[src/rtl/alu_issue.sv]
// Decode/issue sequencer for the embertrail ALU with a 4-entry register file.
// Optional zero-flag output enabled by defining ALU_ISSUE_ZERO_FLAG_EN.
module alu_issue #(
    parameter int DATA_WIDTH  = 16,
    parameter int ALU_LATENCY = 1
) (
    input  logic                  iClock,
    input  logic                  iResetN,
    input  logic                  iInstrValid,
    output logic                  oInstrReady,
    input  logic [15:0]           iInstr,
    output logic [4:0]            oOperation,
    output logic [DATA_WIDTH-1:0] oOperandA,
    output logic [DATA_WIDTH-1:0] oOperandB,
    input  logic [DATA_WIDTH-1:0] iAluResult,
    output logic                  oWbValid,
    output logic [1:0]            oWbReg,
    output logic [DATA_WIDTH-1:0] oWbData,
    output logic                  oBusy
`ifdef ALU_ISSUE_ZERO_FLAG_EN
    ,
    output logic                  oZeroFlag
`endif
);

    typedef enum logic [1:0] {IDLE, ISSUE, WAIT, WB} state_t;

    typedef enum logic [2:0] {
        OPC_NOP   = 3'b000,
        OPC_ADD   = 3'b001,
        OPC_XOR   = 3'b010,
        OPC_OR    = 3'b011,
        OPC_NOT   = 3'b100,
        OPC_AND   = 3'b101,
        OPC_MOV   = 3'b110,
        OPC_LOADI = 3'b111
    } opcode_t;

    localparam logic [4:0] ALU_NONE = 5'b00000;
    localparam logic [4:0] ALU_ADD  = 5'b00001;
    localparam logic [4:0] ALU_XOR  = 5'b00010;
    localparam logic [4:0] ALU_OR   = 5'b00100;
    localparam logic [4:0] ALU_NOT  = 5'b01000;
    localparam logic [4:0] ALU_AND  = 5'b10000;

    localparam logic [2:0] WAIT_LOAD = (ALU_LATENCY > 1) ? 3'(ALU_LATENCY - 2) : 3'd0;

    state_t                  state_q, state_d;
    logic [2:0]              cnt_q, cnt_d;
    logic [DATA_WIDTH-1:0]   regs [4];

    logic [4:0]              op_q;
    logic [DATA_WIDTH-1:0]   a_q, b_q;
    logic [1:0]              rd_q;

    opcode_t                 opc;
    logic [1:0]              ra, rb;
    logic [4:0]              dec_op;
    logic [DATA_WIDTH-1:0]   dec_a, dec_b;
    logic                    accept;

    assign opc    = opcode_t'(iInstr[15:13]);
    assign ra     = iInstr[10:9];
    assign rb     = iInstr[8:7];
    assign accept = iInstrValid && (state_q == IDLE) && (opc != OPC_NOP);

    // Operands are latched at acceptance; no register write can occur between
    // acceptance and ISSUE, so this equals sampling the file during ISSUE.
    always_comb begin
        dec_op = ALU_NONE;
        dec_a  = '0;
        dec_b  = '0;
        case (opc)
            OPC_ADD: begin dec_op = ALU_ADD; dec_a = regs[ra]; dec_b = regs[rb]; end
            OPC_XOR: begin dec_op = ALU_XOR; dec_a = regs[ra]; dec_b = regs[rb]; end
            OPC_OR:  begin dec_op = ALU_OR;  dec_a = regs[ra]; dec_b = regs[rb]; end
            OPC_NOT: begin dec_op = ALU_NOT; dec_a = regs[ra]; end
            OPC_AND: begin dec_op = ALU_AND; dec_a = regs[ra]; dec_b = regs[rb]; end
            OPC_MOV: dec_b = regs[rb];
            OPC_LOADI: dec_b = DATA_WIDTH'(iInstr[8:0]);
            default: ;
        endcase
    end

    always_ff @(posedge iClock or negedge iResetN) begin
        if (!iResetN) begin
            state_q <= IDLE;
            cnt_q   <= '0;
        end else begin
            state_q <= state_d;
            cnt_q   <= cnt_d;
        end
    end

    always_comb begin
        state_d = state_q;
        cnt_d   = cnt_q;
        case (state_q)
            IDLE: begin
                if (accept) state_d = ISSUE;
            end
            ISSUE: begin
                if (ALU_LATENCY > 1) begin
                    state_d = WAIT;
                    cnt_d   = WAIT_LOAD;
                end else begin
                    state_d = WB;
                end
            end
            WAIT: begin
                if (cnt_q == '0) state_d = WB;
                else             cnt_d   = cnt_q - 3'd1;
            end
            WB: state_d = IDLE;
            default: state_d = IDLE;
        endcase
    end

    always_ff @(posedge iClock or negedge iResetN) begin
        if (!iResetN) begin
            op_q <= '0;
            a_q  <= '0;
            b_q  <= '0;
            rd_q <= '0;
            for (int unsigned i = 0; i < 4; i++) regs[i] <= '0;
        end else begin
            if (accept) begin
                op_q <= dec_op;
                a_q  <= dec_a;
                b_q  <= dec_b;
                rd_q <= iInstr[12:11];
            end
            if (state_q == WB) regs[rd_q] <= iAluResult;
        end
    end

`ifdef ALU_ISSUE_ZERO_FLAG_EN
    always_ff @(posedge iClock or negedge iResetN) begin
        if (!iResetN)           oZeroFlag <= 1'b0;
        else if (state_q == WB) oZeroFlag <= (iAluResult == '0);
    end
`endif

    assign oInstrReady = (state_q == IDLE);
    assign oBusy       = (state_q != IDLE);
    assign oOperation  = (state_q == ISSUE) ? op_q : ALU_NONE;
    assign oOperandA   = a_q;
    assign oOperandB   = b_q;
    assign oWbValid    = (state_q == WB);
    assign oWbReg      = (state_q == WB) ? rd_q : 2'b00;
    assign oWbData     = (state_q == WB) ? iAluResult : '0;

endmodule
[config.mk]
export PLATFORM = sky130hd
export DESIGN_NAME = alu_issue
export DESIGN_NICKNAME = d
export VERILOG_FILES = /design/src/rtl/alu_issue.sv
export SDC_FILE = /design/constraint.sdc
export NUM_CORES = 1
export LEC_CHECK = 0
export CAP_MARGIN = 10
export CORE_MARGIN = 3
export CORE_UTILIZATION = 57
export DETAILED_ROUTE_END_ITERATION = 12
export PLACE_DENSITY = 0.85
export SYNTH_ARGS = -nofsm -noshare
export SYNTH_HDL_FRONTEND = slang
export SYNTH_SLANG_ARGS = --single-unit
[constraint.sdc]
create_clock -name iClock -period 4 [get_ports iClock]
set_input_delay 1.2 -clock iClock [delete_from_list [all_inputs] [get_ports iClock]]
set_output_delay 1.2 -clock iClock [all_outputs]
set_load 0.05 [all_outputs]
# ---- Word-level counts from Yosys, hierarchy flattened
# Index checks and enable logic that the tools add are counted.
dict set report word_totals {
  output_inout_bits 58
  in_bits 35
  elab_cells 60
  reg_bits 108
}
dict set report classes {
  order_cmp 4
  eq_ne 12
  bitwise 4
  reduce_logical 11
  addsub 1
  mux 18
}
# op count
set ops {}
lappend ops {{16-bit 2-to-1 mux} 7}
lappend ops {{16-bit binary-select mux with 2-bit select} 2}
lappend ops {{64-bit bitwise mux} 1}
lappend ops {{16-bit demux with 2-bit select} 1}
lappend ops {{16-bit one-hot mux with 2 select lines} 1}
lappend ops {{5-bit one-hot mux with 5 select lines} 1}
lappend ops {{3-bit equality test (second input constant)} 4}
lappend ops {{5-bit OR reduction} 2}
lappend ops {{3-bit >= comparator (second input constant)} 3}
lappend ops {{2-bit NOT with 3-bit output} 3}
lappend ops {{2-bit one-hot mux with 4 select lines} 1}
lappend ops {{3-bit by 2-bit equality test with 1-bit output (second input constant)} 2}
lappend ops {{2-bit 2-to-1 mux} 3}
lappend ops {{5-bit 2-to-1 mux} 1}
lappend ops {{2-bit equality test (second input constant)} 2}
lappend ops {{2-bit AND reduction} 2}
lappend ops {{3-bit by 1-bit equality test with 1-bit output (second input constant)} 1}
lappend ops {{1-bit logical AND} 3}
lappend ops {{3-bit logical NOT} 1}
lappend ops {{3-bit by 1-bit less-than comparator with 1-bit output (second input constant)} 1}
lappend ops {{3-bit nonzero test} 1}
lappend ops {{3-bit by 1-bit subtractor with 3-bit output (second input constant)} 1}
lappend ops {{2-bit by 1-bit equality test with 1-bit output (second input constant)} 1}
lappend ops {{2-bit logical NOT} 1}
lappend ops {{4 further kinds} 4}

# ---- Longest topological paths before layout
# Gate-level depths: netlist of the first run.
dict set report depth {
  ltp_word 6
  mapped_depth 7
  ltp_nobuf 6
}

# ---- Worst setup path before layout of the first run
# No wires, ideal clock.
dict set report synth_path {
  kind {flip-flop to output port}
  startpoint {register state_q[1]}
  endpoint {output oWbData[10]}
  t_arrival_ps 1655
  path_buffers 1
  stages_incl_launch_ff 4
  setup_slack_ps 1145
  t_required_ps 2800
  cell_sequence {dfrtp_1 ha_1 clkbuf_1 and2_1}
}
dict set report synth_via {
  elab_chain_len 2
}
# element line
set synth_lines {}
lappend synth_lines {{from (decl)} 48} ;# state_t state_q, state_d;
lappend synth_lines {{from (signal assigned)} 90} ;# state_q <= state_d;
lappend synth_lines {{2-bit equality test} n/a}
lappend synth_lines {{net oWbValid} 16} ;# output logic oWbValid,
lappend synth_lines {{16-bit 2-to-1 mux} 151} ;# assign oWbData = (state_q == WB) ? iAluResult : '0;
lappend synth_lines {{to (decl)} 18} ;# output logic [DATA_WIDTH-1:0] oWbData,
# The timed path passes the listed nets, and every way through them passes these cells.

# ---- Final worst setup path of the first run
dict set report layout_path {
  startpoint {register state_q[1]}
  endpoint {output oWbReg[0]}
}
dict set report layout_via {
  elab_chain_len 2
}
# element line
set layout_lines {}
lappend layout_lines {{2-bit equality test} 150} ;# assign oWbReg = (state_q == WB) ? rd_q : 2'b00;
lappend layout_lines {{2-bit 2-to-1 mux} 150}
lappend layout_lines {{to (decl)} 17} ;# output logic [1:0] oWbReg,
# Every way passes these cells.

==> results_dict.tcl, run 1 <==
set metrics [dict create \
    grt_max_degree 92 \
    cts.path.max_buffers 2 \
    synth-seq-cells 108 \
    avgViaCountPerCell 6.223 \
    ys.flop_type "dfrtp_1" \
    period_needed_ps 3468 \
    cts_resized 0 \
    async_flop_share_pct 100.0 \
    worstSetupEndpointType "primary output" \
    vias 3454 \
    leakage_uw 0.002833 \
    routed_wl_mm 11.86 \
    drtIter0Drc 153 \
    synth_top_area_cell "dfrtp_1" \
    cts_buffers 9 \
    first_pass_iters 4 \
    layout_commonest_cell "dfrtp_1" \
    initial_core_util_pct 59.74 \
    synth_area_mm2 0.005311 \
    die_w_um 102.5 \
    cts_tree "yes" \
    power.total_uw 5511 \
    area_delta_synth_final_pct 24.52 \
    rows 34 \
    maxCapViolations 0 \
    setup_violations 0 \
    timing.final.max_slew_violations 0 \
    clkSinkCount 108 \
    crit_fanout 11 \
    ys_seq_area_share_pct 50.88 \
    relSlewSlack_pct 33.94 \
    clk_latency_ps 370 \
    layout-drive-gt1-share_pct 29.53 \
    grt.overflow.total 0 \
    synth_top_family_by_area "multiplexers" \
    required_ps 2800 \
    cts.hold.buffers_added 0 \
    dieArea_mm2 0.01051 \
    rsz0062_at_grt "no" \
    synth_edf_count 0 \
    ios 93 \
    grt_pass1_vias 3612 \
    synth_top_area_share_pct 50.88 \
    critical_path_class "reg2out" \
    antennaDiodeCount 0 \
    hp-class "reg2reg" \
    avgSynthCellArea_um2 15.05 \
    arrival_ps 2270 \
    yosys-top-cells-area "dfrtp_1 51%, mux2_2 14%, mux4_2 7.6%" \
    layout_common_cells "108 x dfrtp_1, 75 x clkdlybuf4s50_1, 65 x mux2_2" \
    pre_cts_ws_ps 674.8 \
    die-height_um 102.5 \
    n_fill_cell 562 \
    fin_setup_tns_ps 0 \
    fin_crit_sh_pct 86.69 \
    synth_cell_type_count 37 \
    synth_fa_ha_area_share_pct 2.120 \
    syn-num-nets 397 \
    nets 486 \
    synth-simple-area-share_pct 6.290 \
    fin_ws_ps 532.3 \
    grt_util_all_layers_pct 24.15 \
    fin_skew_ps 12.47 \
    wl_per_cell_um 21.37 \
    outcome "finished, final reports clean" \
    gp_congestion 0.7960 \
    detailed_place_hpwl_mm 7.856 \
    max_freq_ghz 0.2884 \
    grt_pass1_wl_mm 19.13 \
    hold_viol_final 0 \
    cts_setup_buffers 0 \
    powerDensity_mw_per_mm2 833.2 \
    drtAntennaViolNets 0 \
    synth_compound_area_share_pct 7.444 \
    yosys.area_share.xor_xnor_pct 0.1649 \
    core_mm2 0.008891 \
    clk_pin_slew_worst_paths_ps 100 \
    worst_pin_slew_ps 990.9 \
    antenna_found_initial 0 \
    synthMuxAreaShare_pct 28.53 \
    numPortBuffers 92 \
    syn_inst 353 \
    synth.yosys.warnings 0 \
    cts_root_buffer "clkbuf_8" \
    irDropWorstVdd_v 0.0004561 \
    htreeDepth 3 \
    worst_setup_path_start_kind "register" \
    drc_errors 0 \
]
[synthesized netlist by cell type (2+ instances only)]
library cell,count
a221o_1,9
a22o_1,23
and2_1,23
and3_1,9
buf_2,9
buf_4,6
buf_6,7
dfrtp_1,108
ha_1,9
inv_1,9
mux2_2,65
mux4_1,14
mux4_2,18
nand2_1,14
nand2b_1,3
nor2_1,2
o21ai_0,4
o31ai_1,2
[power by group]
group          leakage [uW]  internal [uW]  switching (uW)
Sequential          0.00131           1620             375
Clock              0.000100            356             367
Combinational       0.00142           1330            1470
[flip-flops by register name (all words and copies together) (netlist names)]
register	flops
regs	64
rd_q	2
oOperandB	16
op_q	5
state_q	2
oOperandA	16
cnt_q	3
[layer usage]
layer  vias up  global-route usage (%)  part of all wire (%)
li1       1528                       -                     -
met1      1801                   32.53                    42
met2       106                   40.47                    52
met3        19                   4.465                   4.4
met4         0                   7.164                   1.8
met5         -                       0                     0
[worst max-delay path, cell delays in order, from the launching register on]
cell and delay, ps:
dfrtp_1 430, ha_1 210, buf_4 180, and2_1 220, clkdlybuf4s50_1 860
[cells by family (layout without fill, tap and decap cells)]
| family | after synthesis | in the layout |
|---|---|---|
| flops | 108 | 108 |
| mux | 98 | 98 |
| simple gates | 57 | 57 |
| compound gates | 45 | 45 |
| buf+inv | 35 | 129 |
| fa+ha+maj | 9 | 9 |
| xor+xnor | 1 | 1 |
[metrics by stage]
step	area [um^2]	utilization, %	hold WS, ps	std cells
3_5_place_dp	6371	71.66	463.8	538
4_1_cts	6586	74.08	483.7	554
6_report	6614	74.39	479.4	555
3_3_place_gp	6371	71.66	452.7	538
2_1_floorplan	5311	-	435.6	353
5_1_grt	6614	74.39	501.8	555
[path summary, 6_finish.rpt]
check                                start  slack (ps)  cells after the start       endpoint
worst max register to register  state_q[0]        1710                      5       regs[39]
max in group asynchronous          iResetN        2350                      3  oOperandA[14]
worst max-delay path            state_q[1]         530                      4      oWbReg[0]
worst min register to register    cnt_q[0]         480                      1       cnt_q[0]
min in group asynchronous          iResetN         800                      1        op_q[3]
worst min-delay path              cnt_q[0]         480                      1       cnt_q[0]
[area by class of cell]
type,instances,area (um^2),share of cell area (%)
flip-flops and latches,108,2703,40.86
multi-input cells,210,2376,35.93
repair buffers,104,1151,17.40
well taps,108,135.1,2.043
clock buffers,11,131.4,1.986
clock inverters,5,83.83,1.267
inverters,9,33.78,0.5108
No activity file was read; power rests on OpenSTA's default activity.
==> inputs of run 2 (changes only) <==
--- a/config.mk
+++ b/config.mk
@@ -10,6 +10,7 @@
 export CORE_UTILIZATION = 57
 export DETAILED_ROUTE_END_ITERATION = 12
 export PLACE_DENSITY = 0.85
+export SLEW_MARGIN = 15
 export SYNTH_ARGS = -nofsm -noshare
 export SYNTH_HDL_FRONTEND = slang
 export SYNTH_SLANG_ARGS = --single-unit
==> results_dict.tcl, run 2 (same netlist as run 1, synthesis figures left out) <==
set metrics [dict create \
    final_cell_count_no_fill 554 \
    layout_common_cells "108 x dfrtp_1, 75 x clkdlybuf4s50_1, 65 x mux2_2" \
    avgViaCountPerCell 6.135 \
    r2r_cells 5 \
    grt_pass1_wl_mm 19.13 \
    grt_pass1_vias 3612 \
    nets 485 \
    dieArea_mm2 0.01051 \
    r2r_setup_slack_ps 1710 \
    holdPathStages 1 \
    fin_setup_tns_ps 0 \
    cts_buffers 9 \
    hold_start "cnt_q[0]" \
    cts_root_buffer "clkbuf_8" \
    critPathTopFamily "buffers and inverters" \
    grt.overflow.total 0 \
    arrival_ps 2260 \
    worst_pin_slew_ps 991.9 \
    cts.path.max_buffers 2 \
    grt_util_all_layers_pct 24.15 \
    crit_fanout 11 \
    wl_per_cell_um 21.32 \
    path_cells "ha_1 -> buf_4 -> and2_1 -> clkdlybuf4s50_1" \
    period_needed_ps 3459 \
    first_pass_iters 4 \
    drc_errors 0 \
    drtIter0Drc 158 \
    powerDensity_mw_per_mm2 835.3 \
    layout_commonest_cell "dfrtp_1" \
    relSlewSlack_pct 33.87 \
    rsz0062_at_grt "no" \
    rows 34 \
    fin_crit_sh_pct 86.47 \
    initial_core_util_pct 59.74 \
    critPathBufInv 2 \
    grt_max_degree 92 \
    required_ps 2800 \
    critical_path_class "reg2out" \
    r2r_start "state_q[0]" \
    largest_register_ffs 64 \
    setup_violations 0 \
    timing.final.max_slew_violations 0 \
    place_inst 538 \
    core_mm2 0.008891 \
    worstSetupEndpointType "primary output" \
    clkSinkCount 108 \
    cts.hold.buffers_added 0 \
    cpPeakStageDelay_ps 860 \
    worst_setup_path_start_kind "register" \
    maxCapViolations 0 \
    cts_tree "yes" \
    hp-class "reg2reg" \
    seq_area_mm2 0.002703 \
    clk_pin_slew_worst_paths_ps 100 \
    cts_resized 0 \
    fin_skew_ps 11.84 \
    routed_wl_mm 11.81 \
    detailed_place_hpwl_mm 7.856 \
    hold_viol_final 0 \
    max_freq_ghz 0.2891 \
    irDropWorstVdd_v 0.0004576 \
    drtAntennaViolNets 0 \
    die_w_um 102.5 \
    antenna_found_initial 0 \
    whs_endpoint "cnt_q[0]" \
    outcome "finished, final reports clean" \
    ios 93 \
    reg2reg_to "regs[39]" \
    n_fill_cell 564 \
    numPortBuffers 92 \
    antennaDiodeCount 0 \
    regMostFlops "regs" \
    die-height_um 102.5 \
    leakage_uw 0.002822 \
    htreeDepth 3 \
    vias 3399 \
    crit_slowest_cell "clkdlybuf4s50_1" \
    layout-drive-gt1-share_pct 29.37 \
    cts_setup_buffers 0 \
    area_delta_synth_final_pct 24.08 \
    clk_latency_ps 370 \
    gp_congestion 0.7960 \
    multi_input_area_mm2 0.002376 \
]
-- run 2: layout make-up --
class	count	area share, %
multi-input cells	210	36.05
inverters	9	0.5126
repair buffers	103	17.11
clock buffers	11	1.994
clock inverters	5	1.272
well taps	108	2.051
flip-flops and latches	108	41.01
-- run 2: how the worst max path moves through the flow --
stage	slack, ps	depth (start not counted)	end	from
global route	430	4	oWbReg[0]	state_q[1]
detailed placement	670	3	oWbData[7]	iAluResult[7]
CTS	530	4	oWbReg[0]	state_q[1]
finish	540	4	oWbReg[0]	state_q[1]
floorplan	1150	3	oWbData[10]	state_q[1]
global placement	710	3	oWbData[11]	iAluResult[11]
-- run 2: metrics by stage --
step,utilization (%),hold WS (ps),total power (uW),worst slack (ps),cell area [um^2]
2_1_floorplan,-,435.6,3836,1145,5311
3_3_place_gp,71.66,452.7,4694,710.5,6371
3_5_place_dp,71.66,463.8,4801,674.8,6371
4_1_cts,74.08,483.7,5531,528.6,6586
5_1_grt,74.12,523.0,5764,429.1,6590
6_report,74.12,479.8,5505,541.1,6590
-- run 2: layer usage --
layer	vias to the layer above	global-route usage, %	part of all wire, %
met5	-	0	0
met4	0	7.164	1.3
met3	12	4.465	5.1
met2	92	40.47	52
met1	1772	32.53	41
li1	1523	-	-
-- run 2: power breakdown --
part	leakage, uW	switching, uW	internal (uW)	total [uW]
logic	0.00141	1460	1320	2790
clock network	0.000100	368	356	724
registers	0.00131	372	1620	1990
total	0.00282	2200	3300	5500
-- run 2: worst reg2reg max path, stage by stage, from the launching register on --
cell and delay [ps]:
dfrtp_1 440, ha_1 240, buf_4 180, and2_1 190, nand2b_1 710, mux2_2 420
